--- src/rtl/demux_pipe_pkg.sv ---
// Shared defaults and helpers for the demux pipe and its destination FIFOs.
package demux_pipe_pkg;

  localparam int unsigned DefWidth    = 128;
  localparam int unsigned DefTagW     = 4;
  localparam int unsigned DefLocalTag = 0;
  localparam int unsigned DefDepth    = 2;

  // Destination of a beat, decided from its tag field.
  typedef enum logic {
    RouteFwd   = 1'b0,
    RouteLocal = 1'b1
  } route_e;

  // Tag field of a beat at the default payload geometry.
  function automatic logic [DefTagW-1:0] tag_of(input logic [DefWidth-1:0] v);
    return v[DefWidth-1 -: DefTagW];
  endfunction

endpackage

--- src/rtl/fifo_n_base.sv ---
// Registered synchronous FIFO with enq/deq strobes and a head-of-queue view.
// DEPTH must be a power of two so the pointers wrap naturally.
module fifo_n_base #(
  parameter int unsigned WIDTH = 128,
  parameter int unsigned DEPTH = 2
) (
  input  logic             clk,
  input  logic             rst,
  input  logic             enq,
  input  logic [WIDTH-1:0] enq_data,
  input  logic             deq,
  output logic [WIDTH-1:0] head,
  output logic             full,
  output logic             empty
);

  localparam int unsigned PtrW = (DEPTH > 1) ? $clog2(DEPTH) : 1;
  localparam int unsigned CntW = $clog2(DEPTH + 1);

  logic [WIDTH-1:0] mem_q [DEPTH];
  logic [PtrW-1:0]  wr_ptr_q, rd_ptr_q;
  logic [CntW-1:0]  cnt_q, cnt_d;

  assign full  = (cnt_q == CntW'(DEPTH));
  assign empty = (cnt_q == '0);
  // Head is forced to zero when empty so idle outputs are deterministic.
  assign head  = empty ? '0 : mem_q[rd_ptr_q];

  // Occupancy next-state: write and read in the same cycle cancel out.
  always_comb begin
    cnt_d = cnt_q;
    unique case ({enq, deq})
      2'b10:   cnt_d = cnt_q + CntW'(1);
      2'b01:   cnt_d = cnt_q - CntW'(1);
      default: cnt_d = cnt_q;
    endcase
  end

  // Pointer and occupancy registers.
  always_ff @(posedge clk) begin
    if (rst) begin
      wr_ptr_q <= '0;
      rd_ptr_q <= '0;
      cnt_q    <= '0;
    end else begin
      if (enq) wr_ptr_q <= wr_ptr_q + PtrW'(1);
      if (deq) rd_ptr_q <= rd_ptr_q + PtrW'(1);
      cnt_q <= cnt_d;
    end
  end

  // Storage array; contents need no reset since the count gates visibility.
  always_ff @(posedge clk) begin
    if (enq) mem_q[wr_ptr_q] <= enq_data;
  end

endmodule

--- src/rtl/demux_pipe.sv ---
// Steers each incoming beat to the local or forward output by its tag field.
// Each destination has its own small FIFO; a full one stalls the input.
module demux_pipe
  import demux_pipe_pkg::*;
#(
  parameter int unsigned WIDTH     = DefWidth,
  parameter int unsigned TAG_W     = DefTagW,
  parameter int unsigned LOCAL_TAG = DefLocalTag,
  parameter int unsigned DEPTH     = DefDepth
) (
  input  logic             CLK,
  input  logic             RST,
  input  logic             in_enq__ENA,
  input  logic [WIDTH-1:0] in_enq_v,
  output logic             in_enq__RDY,
  output logic             out_enq__ENA,
  output logic [WIDTH-1:0] out_enq_v,
  input  logic             out_enq__RDY,
  output logic             forward_enq__ENA,
  output logic [WIDTH-1:0] forward_enq_v,
  input  logic             forward_enq__RDY,
  output logic [15:0]      local_count,
  output logic [15:0]      fwd_count
);

  route_e     route;
  logic       enq_local, enq_fwd;
  logic       full_local, full_fwd;
  logic       empty_local, empty_fwd;
  logic [15:0] local_count_q, fwd_count_q;

  // Routing decision from the tag field alone.
  always_comb begin
    route = RouteFwd;
    if (in_enq_v[WIDTH-1 -: TAG_W] == TAG_W'(LOCAL_TAG)) route = RouteLocal;
  end

  assign enq_local = in_enq__ENA && (route == RouteLocal);
  assign enq_fwd   = in_enq__ENA && (route == RouteFwd);

  // Ready depends only on FIFO state, never on the offered payload.
  assign in_enq__RDY = !full_local && !full_fwd;

  // Outputs are held off while reset is asserted so stale beats never leak.
  assign out_enq__ENA     = !RST && !empty_local && out_enq__RDY;
  assign forward_enq__ENA = !RST && !empty_fwd && forward_enq__RDY;

  assign local_count = local_count_q;
  assign fwd_count   = fwd_count_q;

  fifo_n_base #(
    .WIDTH (WIDTH),
    .DEPTH (DEPTH)
  ) u_fifo_local (
    .clk      (CLK),
    .rst      (RST),
    .enq      (enq_local),
    .enq_data (in_enq_v),
    .deq      (out_enq__ENA),
    .head     (out_enq_v),
    .full     (full_local),
    .empty    (empty_local)
  );

  fifo_n_base #(
    .WIDTH (WIDTH),
    .DEPTH (DEPTH)
  ) u_fifo_fwd (
    .clk      (CLK),
    .rst      (RST),
    .enq      (enq_fwd),
    .enq_data (in_enq_v),
    .deq      (forward_enq__ENA),
    .head     (forward_enq_v),
    .full     (full_fwd),
    .empty    (empty_fwd)
  );

  // Delivered-beat counters, wrapping at 16 bits.
  always_ff @(posedge CLK) begin
    if (RST) begin
      local_count_q <= '0;
      fwd_count_q   <= '0;
    end else begin
      if (out_enq__ENA)     local_count_q <= local_count_q + 16'd1;
      if (forward_enq__ENA) fwd_count_q   <= fwd_count_q + 16'd1;
    end
  end

endmodule
--- config.mk ---
export PLATFORM = sky130hd
export DESIGN_NAME = demux_pipe
export DESIGN_NICKNAME = d
export VERILOG_FILES = /design/src/rtl/demux_pipe_pkg.sv /design/src/rtl/fifo_n_base.sv /design/src/rtl/demux_pipe.sv
export SDC_FILE = /design/constraint.sdc
export NUM_CORES = 1
export LEC_CHECK = 0
export CAP_MARGIN = 20
export CORE_MARGIN = 1.5
export CORE_UTILIZATION = 51
export DETAILED_ROUTE_END_ITERATION = 12
export GPL_TIMING_DRIVEN = 1
export HOLD_SLACK_MARGIN = 0.03
export PLACE_DENSITY = 0.79
export SLEW_MARGIN = 10
export SYNTH_ARGS = -nofsm -noshare
export SYNTH_HDL_FRONTEND = slang
export SYNTH_SLANG_ARGS = --single-unit
export TNS_END_PERCENT = 1
--- constraint.sdc ---
create_clock -name CLK -period 7.9 [get_ports CLK]
set_input_delay 0.79 -clock CLK [delete_from_list [all_inputs] [get_ports CLK]]
set_output_delay 0.79 -clock CLK [all_outputs]
set_load 0.005 [all_outputs]
==> impl_metrics.py, run 1 <==
metrics = {
    "critical_path": {
        "required_ps": 7110,
        "start_kind": "register",
        "cp-end-kind": "output pin",
        "worstPathArrival_ps": 3290,
        "worstPathMaxFanout": 51,
        "critPathKind": "reg -> out",
        "reg2reg_depth": 2,
        "r2r_start": "u_fifo_local.wr_ptr_q$_SDFFE_PP0N_",
        "r2r_setup_slack_ps": 5300,
        "crit_end": "forward_enq_v[55]",
        "path_cells": "buf_4 -> mux2i_1 -> nor2_1 -> clkdlybuf4s50_1",
        "critPathMaxStageDelay_ps": 860,
        "slowest_stage": "buf_4",
        "rr_endpoint": "u_fifo_local.mem_q[1][38]$_DFFE_PP_",
    },
    "sta": {
        "setup_ws_ps": 3820,
        "worst_slew_pin_slew_ps": 1140,
        "fmax_ghz": 0.245,
        "finalSetupTns_ps": 0,
        "slew_violations": 0,
        "post-route-period-util": 0.517,
        "setup_viol": 0,
        "slew_headroom": 0.240,
        "hold_viol_final": 0,
        "finClkSkew_ps": 18.4,
        "rsz0062_at_grt": "false",
        "fin_crit_ps": 4080,
    },
    "floorplanning": {
        "die_w_um": 206,
        "rows": 74,
        "pin_count": 424,
        "dieHeight_um": 206,
        "start_util": 0.516,
        "design.core.area_sq_um": 40700,
        "die-area_sq_um": 42500,
    },
    "cells_and_area": {
        "fin_util": 0.676,
        "final_area_sq_um": 27500,
        "area_delta_synth_final_pct": 30.9,
        "drive_above_1_share": 0.0590,
        "nets": 1861,
    },
    "placed_design": {
        "dp_slack_ps": 3850,
        "dpl_cell_area_sq_um": 25800,
        "dp_hpwl_um": 29900,
        "gp_congestion": 0.816,
        "port_buffers": 423,
    },
    "synthesis": {
        "yosysWarnings": 0,
        "postSynthNetCount": 1433,
        "synth_area_leader_cell": "edfxtp_1",
        "synth_edf_count": 512,
        "synth_seq_cells": 554,
        "synth_cells": 1296,
        "netlist_area_sq_um": 21000,
        "synth_area_leaders": "edfxtp_1 73%, mux2i_1 12%, nor2_1 5.4%",
        "synthArstFlopShare": 0,
        "synth.distinct_cells": 39,
        "synth_top_flop_cell": "edfxtp_1",
        "yosysSeqAreaShare": 0.771,
        "synth.top_cell.area_share": 0.731,
        "avgSynthCellArea_sq_um": 16.2,
    },
    "global_routing": {
        "grt_usage": 0.222,
        "antenna_found_initial": 8,
        "grt_pass1_vias": 12436,
        "overflow": 0,
        "grt_max_degree": 84,
        "grt_pass1_wl_um": 70500,
    },
    "cts": {
        "clk_latency_ps": 580,
        "postCtsSetupRepairBufs": 0,
        "tritoncts": "yes",
        "cts_made_buffers": 52,
        "cts_buffer_depth": 3,
        "h-tree-depth": 2,
        "clkTransAtPathRegs_ps": 60,
        "cts_root_buffer": "clkbuf_16",
        "cts_sinks": 554,
        "hold_buffers": 0,
        "cts_resized": 0,
    },
    "pwr": {
        "p_leak_nw": 8.81,
        "swShare": 0.221,
        "clock_power_share": 0.370,
        "comb_power_share": 0.125,
        "p_int_w": 0.00520,
        "vdd_drop_max_mv": 0.217,
        "p_switching_w": 0.00147,
        "power_density_nw_per_um2": 242,
        "p_seq_frac": 0.505,
    },
    "drt": {
        "wire_per_inst_um": 20.9,
        "dr.pass1.iters": 6,
        "vias": 12202,
        "drt_iter0_drc": 701,
        "drc": 0,
        "route.antenna.remaining_nets": 0,
        "viasPerCell": 5.30,
        "finalWirelength_um": 48200,
    },
    "run_status": {
        "outcome": "finished, final reports clean",
    },
    "job": {
        "max_cap_viol_count": 0,
    },
    "hold_path": {
        "hp-class": "reg -> reg",
    },
}
[synthesized netlist by cell type, drive strengths merged, types with 4 or more instances]
library cell,number
edfxtp,512
nor2,301
mux2i,259
dfxtp,42
clkbuf,33
buf,32
xor2,16
xnor2,13
inv,9
nand2,8
nand3,8
a21oi,7
nor4,6
o21ai,6
or3,5
ha,4
nand2b,4
nand4,4
[worst max-delay path: cells and delay by family, from the launching register on]
family / cells / cell delay, ps
buffers and inverters: 2 / 1400
DFF: 1 / 840
muxes: 1 / 220
and+or+nand+nor: 1 / 200
[flip-flops by register name (all words and copies together), names as in the netlist, named ones only]
| name | cells |
|---|---|
| u_fifo_fwd.rd_ptr_q | 1 |
| u_fifo_fwd.wr_ptr_q | 1 |
| u_fifo_local.rd_ptr_q | 1 |
| fwd_count | 16 |
| u_fifo_local.cnt_q | 2 |
| u_fifo_fwd.mem_q | 256 |
| u_fifo_fwd.cnt_q | 2 |
| u_fifo_local.mem_q | 256 |
| u_fifo_local.wr_ptr_q | 1 |
| local_count | 16 |
[metal layers]
metal / global-route usage / wire, um / vias up
met5: 0 / 15 / -
met4: 0.103 / 1760 / 2
met3: 0.0615 / 3850 / 95
met2: 0.375 / 24100 / 491
met1: 0.266 / 18500 / 5990
li1: - / - / 5624
[through the flow]
stage	hold WS (ps)	total power [W]	std cells
6_report	487	0.00667	2303
5_1_grt	495	0.00688	2300
2_1_floorplan	453	0.00377	1296
3_3_place_gp	452	0.00425	2202
4_1_cts	482	0.00672	2295
3_5_place_dp	469	0.00426	2202
[placed cells by master (no fill, tap or decap), drive strengths merged, types with 2 or more instances in the layout]
master and instances:
edfxtp 512, clkdlybuf4s50 423, nor2 301, mux2i 259
clkbuf 66, dfxtp 42, xor2 16, buf 16
clkinv 16, xnor2 13, inv 12, diode 8
nand2 8, nand3 8, a21oi 7, bufinv 7
nor4 6, o21ai 6, or3 5, nand2b 4
nand4 4, ha 4, nor3 3, nor2b 3
mux2 3, and4 2, o31ai 2, or4 2
o2111a 2, and3 2, or2 2
[layout make-up]
class                   count  area [sq um]
diodes                      8          20.0
clock buffers              66          1380
clock inverters            27           313
fillers                  2736         13200
inverters                   9          33.8
multi-input cells         668          4550
flip-flops and latches    554         16200
well taps                 532           666
repair buffers            439          4350
[power by group through the flow]
stage	combinational (W)	sequential, W	clock, W
global placement	0.000825	0.00342	0
global route	0.000897	0.00337	0.00261
floorplan	0.000361	0.00341	0
CTS	0.000843	0.00337	0.00251
detailed placement	0.000836	0.00343	0
finish	0.000833	0.00337	0.00247
[worst min path at each step]
| stage | from | to | cells after the start |
|---|---|---|---|
| 6_report | local_count[15]$_SDFFE_PP0P_ | local_count[15]$_SDFFE_PP0P_ | 1 |
| 5_1_grt | local_count[15]$_SDFFE_PP0P_ | local_count[15]$_SDFFE_PP0P_ | 1 |
| 4_1_cts | local_count[15]$_SDFFE_PP0P_ | local_count[15]$_SDFFE_PP0P_ | 1 |
| 3_5_place_dp | local_count[15]$_SDFFE_PP0P_ | local_count[15]$_SDFFE_PP0P_ | 1 |
| 3_3_place_gp | local_count[15]$_SDFFE_PP0P_ | local_count[15]$_SDFFE_PP0P_ | 1 |
| 2_1_floorplan | local_count[15]$_SDFFE_PP0P_ | local_count[15]$_SDFFE_PP0P_ | 1 |
[cell families after synthesis]
family	count (synthesis)	synth area share
AOI/OAI and AO/OA	20	0.00642
xor gates and xnor gates	29	0.0121
adders and majority gates	4	0.00238
buffers and inverters	74	0.0148
DFF	554	0.771
muxes	262	0.125
and+or+nand+nor	353	0.0686
Power figures use the tool's default switching activity.
==> inputs of run 2 (changes only) <==
--- a/config.mk
+++ b/config.mk
@@ -7,11 +7,11 @@
 export LEC_CHECK = 0
 export CAP_MARGIN = 20
 export CORE_MARGIN = 1.5
-export CORE_UTILIZATION = 51
+export CORE_UTILIZATION = 46
 export DETAILED_ROUTE_END_ITERATION = 12
 export GPL_TIMING_DRIVEN = 1
 export HOLD_SLACK_MARGIN = 0.03
-export PLACE_DENSITY = 0.79
+export PLACE_DENSITY = 0.75
 export SLEW_MARGIN = 10
 export SYNTH_ARGS = -nofsm -noshare
 export SYNTH_HDL_FRONTEND = slang
==> constraint.sdc (replaced) <==
create_clock -name CLK -period 3.65 [get_ports CLK]
set_input_delay 0.365 -clock CLK [delete_from_list [all_inputs] [get_ports CLK]]
set_output_delay 0.365 -clock CLK [all_outputs]
set_load 0.005 [all_outputs]
==> impl_metrics.py, run 2 (synthesis results as in run 1) <==
metrics = {
    "critical_path": {
        "critPathKind": "reg -> out",
        "worstPathArrival_ps": 2670,
        "start_kind": "register",
        "path_delay_family": "buffers and inverters",
        "critPathMaxStageDelay_ps": 830,
        "path_cells": "buf_4 -> mux2i_1 -> nor2_1 -> clkdlybuf4s50_1",
        "timing.critical_path.buf_inv": 2,
        "cp-end-kind": "output pin",
        "worstPathMaxFanout": 34,
        "slowest_stage": "dfxtp_4",
        "required_ps": 3280,
        "r2r_setup_slack_ps": 1660,
    },
    "cts": {
        "hold_buffers": 0,
        "h-tree-depth": 2,
        "cts_resized": 0,
        "clkTransAtPathRegs_ps": 60,
        "tritoncts": "yes",
        "cts_root_buffer": "clkbuf_16",
        "clk_latency_ps": 600,
        "cts_made_buffers": 54,
        "cts_sinks": 554,
        "postCtsSetupRepairBufs": 0,
        "cts_buffer_depth": 3,
    },
    "floorplanning": {
        "rows": 78,
        "dieHeight_um": 217,
        "design.core.area_sq_um": 45300,
        "start_util": 0.465,
        "die-area_sq_um": 47000,
        "pin_count": 424,
        "die_w_um": 217,
    },
    "sta": {
        "setup_ws_ps": 612,
        "fin_crit_ps": 3040,
        "rsz0062_at_grt": "false",
        "slew_violations": 0,
        "hold_viol_final": 0,
        "slew_headroom": 0.311,
        "worst_slew_pin_slew_ps": 1030,
        "finClkSkew_ps": 27.9,
        "finalSetupTns_ps": 0,
        "fmax_ghz": 0.329,
        "setup_viol": 0,
        "post-route-period-util": 0.832,
    },
    "pwr": {
        "p_seq_frac": 0.483,
        "vdd_drop_max_mv": 0.494,
        "p_leak_nw": 9.02,
        "swShare": 0.219,
        "clock_power_share": 0.395,
        "p_switching_w": 0.00330,
        "comb_power_share": 0.122,
        "power_density_nw_per_um2": 537,
        "p_int_w": 0.0118,
    },
    "cells_and_area": {
        "drive_above_1_share": 0.0696,
        "final_cell_mix": "512 x edfxtp_1, 423 x clkdlybuf4s50_1, 296 x nor2_1",
        "num-fill-cells": 3352,
        "final_common_cell": "edfxtp_1",
        "final_area_sq_um": 28100,
        "reg_top3": "u_fifo_fwd.mem_q: 256 flops, u_fifo_local.mem_q: 256 flops",
        "nets": 1874,
        "area_delta_synth_final_pct": 33.4,
        "n_antenna_cell": 0,
    },
    "global_routing": {
        "grt_pass1_wl_um": 74100,
        "grt_max_degree": 92,
        "antenna_found_initial": 0,
        "overflow": 0,
        "grt_pass1_vias": 12425,
        "grt_usage": 0.207,
    },
    "drt": {
        "dr.pass1.iters": 5,
        "wire_per_inst_um": 20.7,
        "route.antenna.remaining_nets": 0,
        "viasPerCell": 5.11,
        "vias": 12171,
        "drt_iter0_drc": 772,
        "drc": 0,
        "finalWirelength_um": 49300,
    },
    "placed_design": {
        "gp_congestion": 0.796,
        "port_buffers": 423,
        "dp_slack_ps": 889,
        "dp_hpwl_um": 31300,
        "dpl_cell_area_sq_um": 26100,
    },
    "job": {
        "max_cap_viol_count": 0,
    },
    "hold_path": {
        "hp-class": "in -> reg",
    },
    "run_status": {
        "outcome": "finished, final reports clean",
    },
}
==> run 2: worst reg2reg max path, delay by kind of cell, from the launching register on <==
family	cells	cell delay, ps
AOI/OAI and AO/OA	2	590
adders and majority gates	1	370
DFF	1	420
and+or+nand+nor	2	550
==> run 2: layout make-up <==
type	instances	area (sq um)	share of cell area
inverters	9	33.8	0.00120
clock buffers	70	1490	0.0529
well taps	600	751	0.0268
clock inverters	31	438	0.0156
repair buffers	450	4570	0.163
multi-input cells	668	4550	0.162
flip-flops and latches	554	16200	0.578
==> run 2: power by group through the flow <==
stage          Sequential, W  Clock [W]  Combinational (W)
2_1_floorplan        0.00737          0           0.000783
3_3_place_gp         0.00741          0            0.00183
3_5_place_dp         0.00742          0            0.00185
4_1_cts              0.00728    0.00606            0.00186
5_1_grt              0.00730    0.00631            0.00197
6_report             0.00728    0.00595            0.00184
==> run 2: worst paths after layout <==
kind | from | end | cells past startpoint
worst max register to register | u_fifo_local.cnt_q[0]$_SDFFE_PP0P_ | u_fifo_local.cnt_q[1]$_SDFFE_PP0P_ | 5
worst max-delay path | register | forward_enq_v[61] | 4
worst min register to register | local_count[15]$_SDFFE_PP0P_ | local_count[15]$_SDFFE_PP0P_ | 1
worst min-delay path | in_enq_v[55] | u_fifo_fwd.mem_q[0][55]$_DFFE_PP_ | 1
==> run 2: stage by stage <==
step | std cells | total power, W | hold slack, ps | util
final | 2382 | 0.0151 | 389 | 0.620
after global routing | 2382 | 0.0156 | 376 | 0.620
after CTS | 2382 | 0.0152 | 350 | 0.620
after detailed placement | 2281 | 0.00927 | 476 | 0.577
after global placement | 2281 | 0.00923 | 459 | 0.577
after floorplan | 1296 | 0.00815 | 453 | -
==> run 2: metal layers <==
metal / part of all wire / up-vias / routed length [um] / GRT usage
met5: 0 / - / 0 / 0
met2: 0.49 / 435 / 24400 / 0.346
met1: 0.41 / 6017 / 20100 / 0.264
li1: - / 5651 / - / -
met4: 0.024 / 0 / 1160 / 0.0688
met3: 0.073 / 68 / 3620 / 0.0538
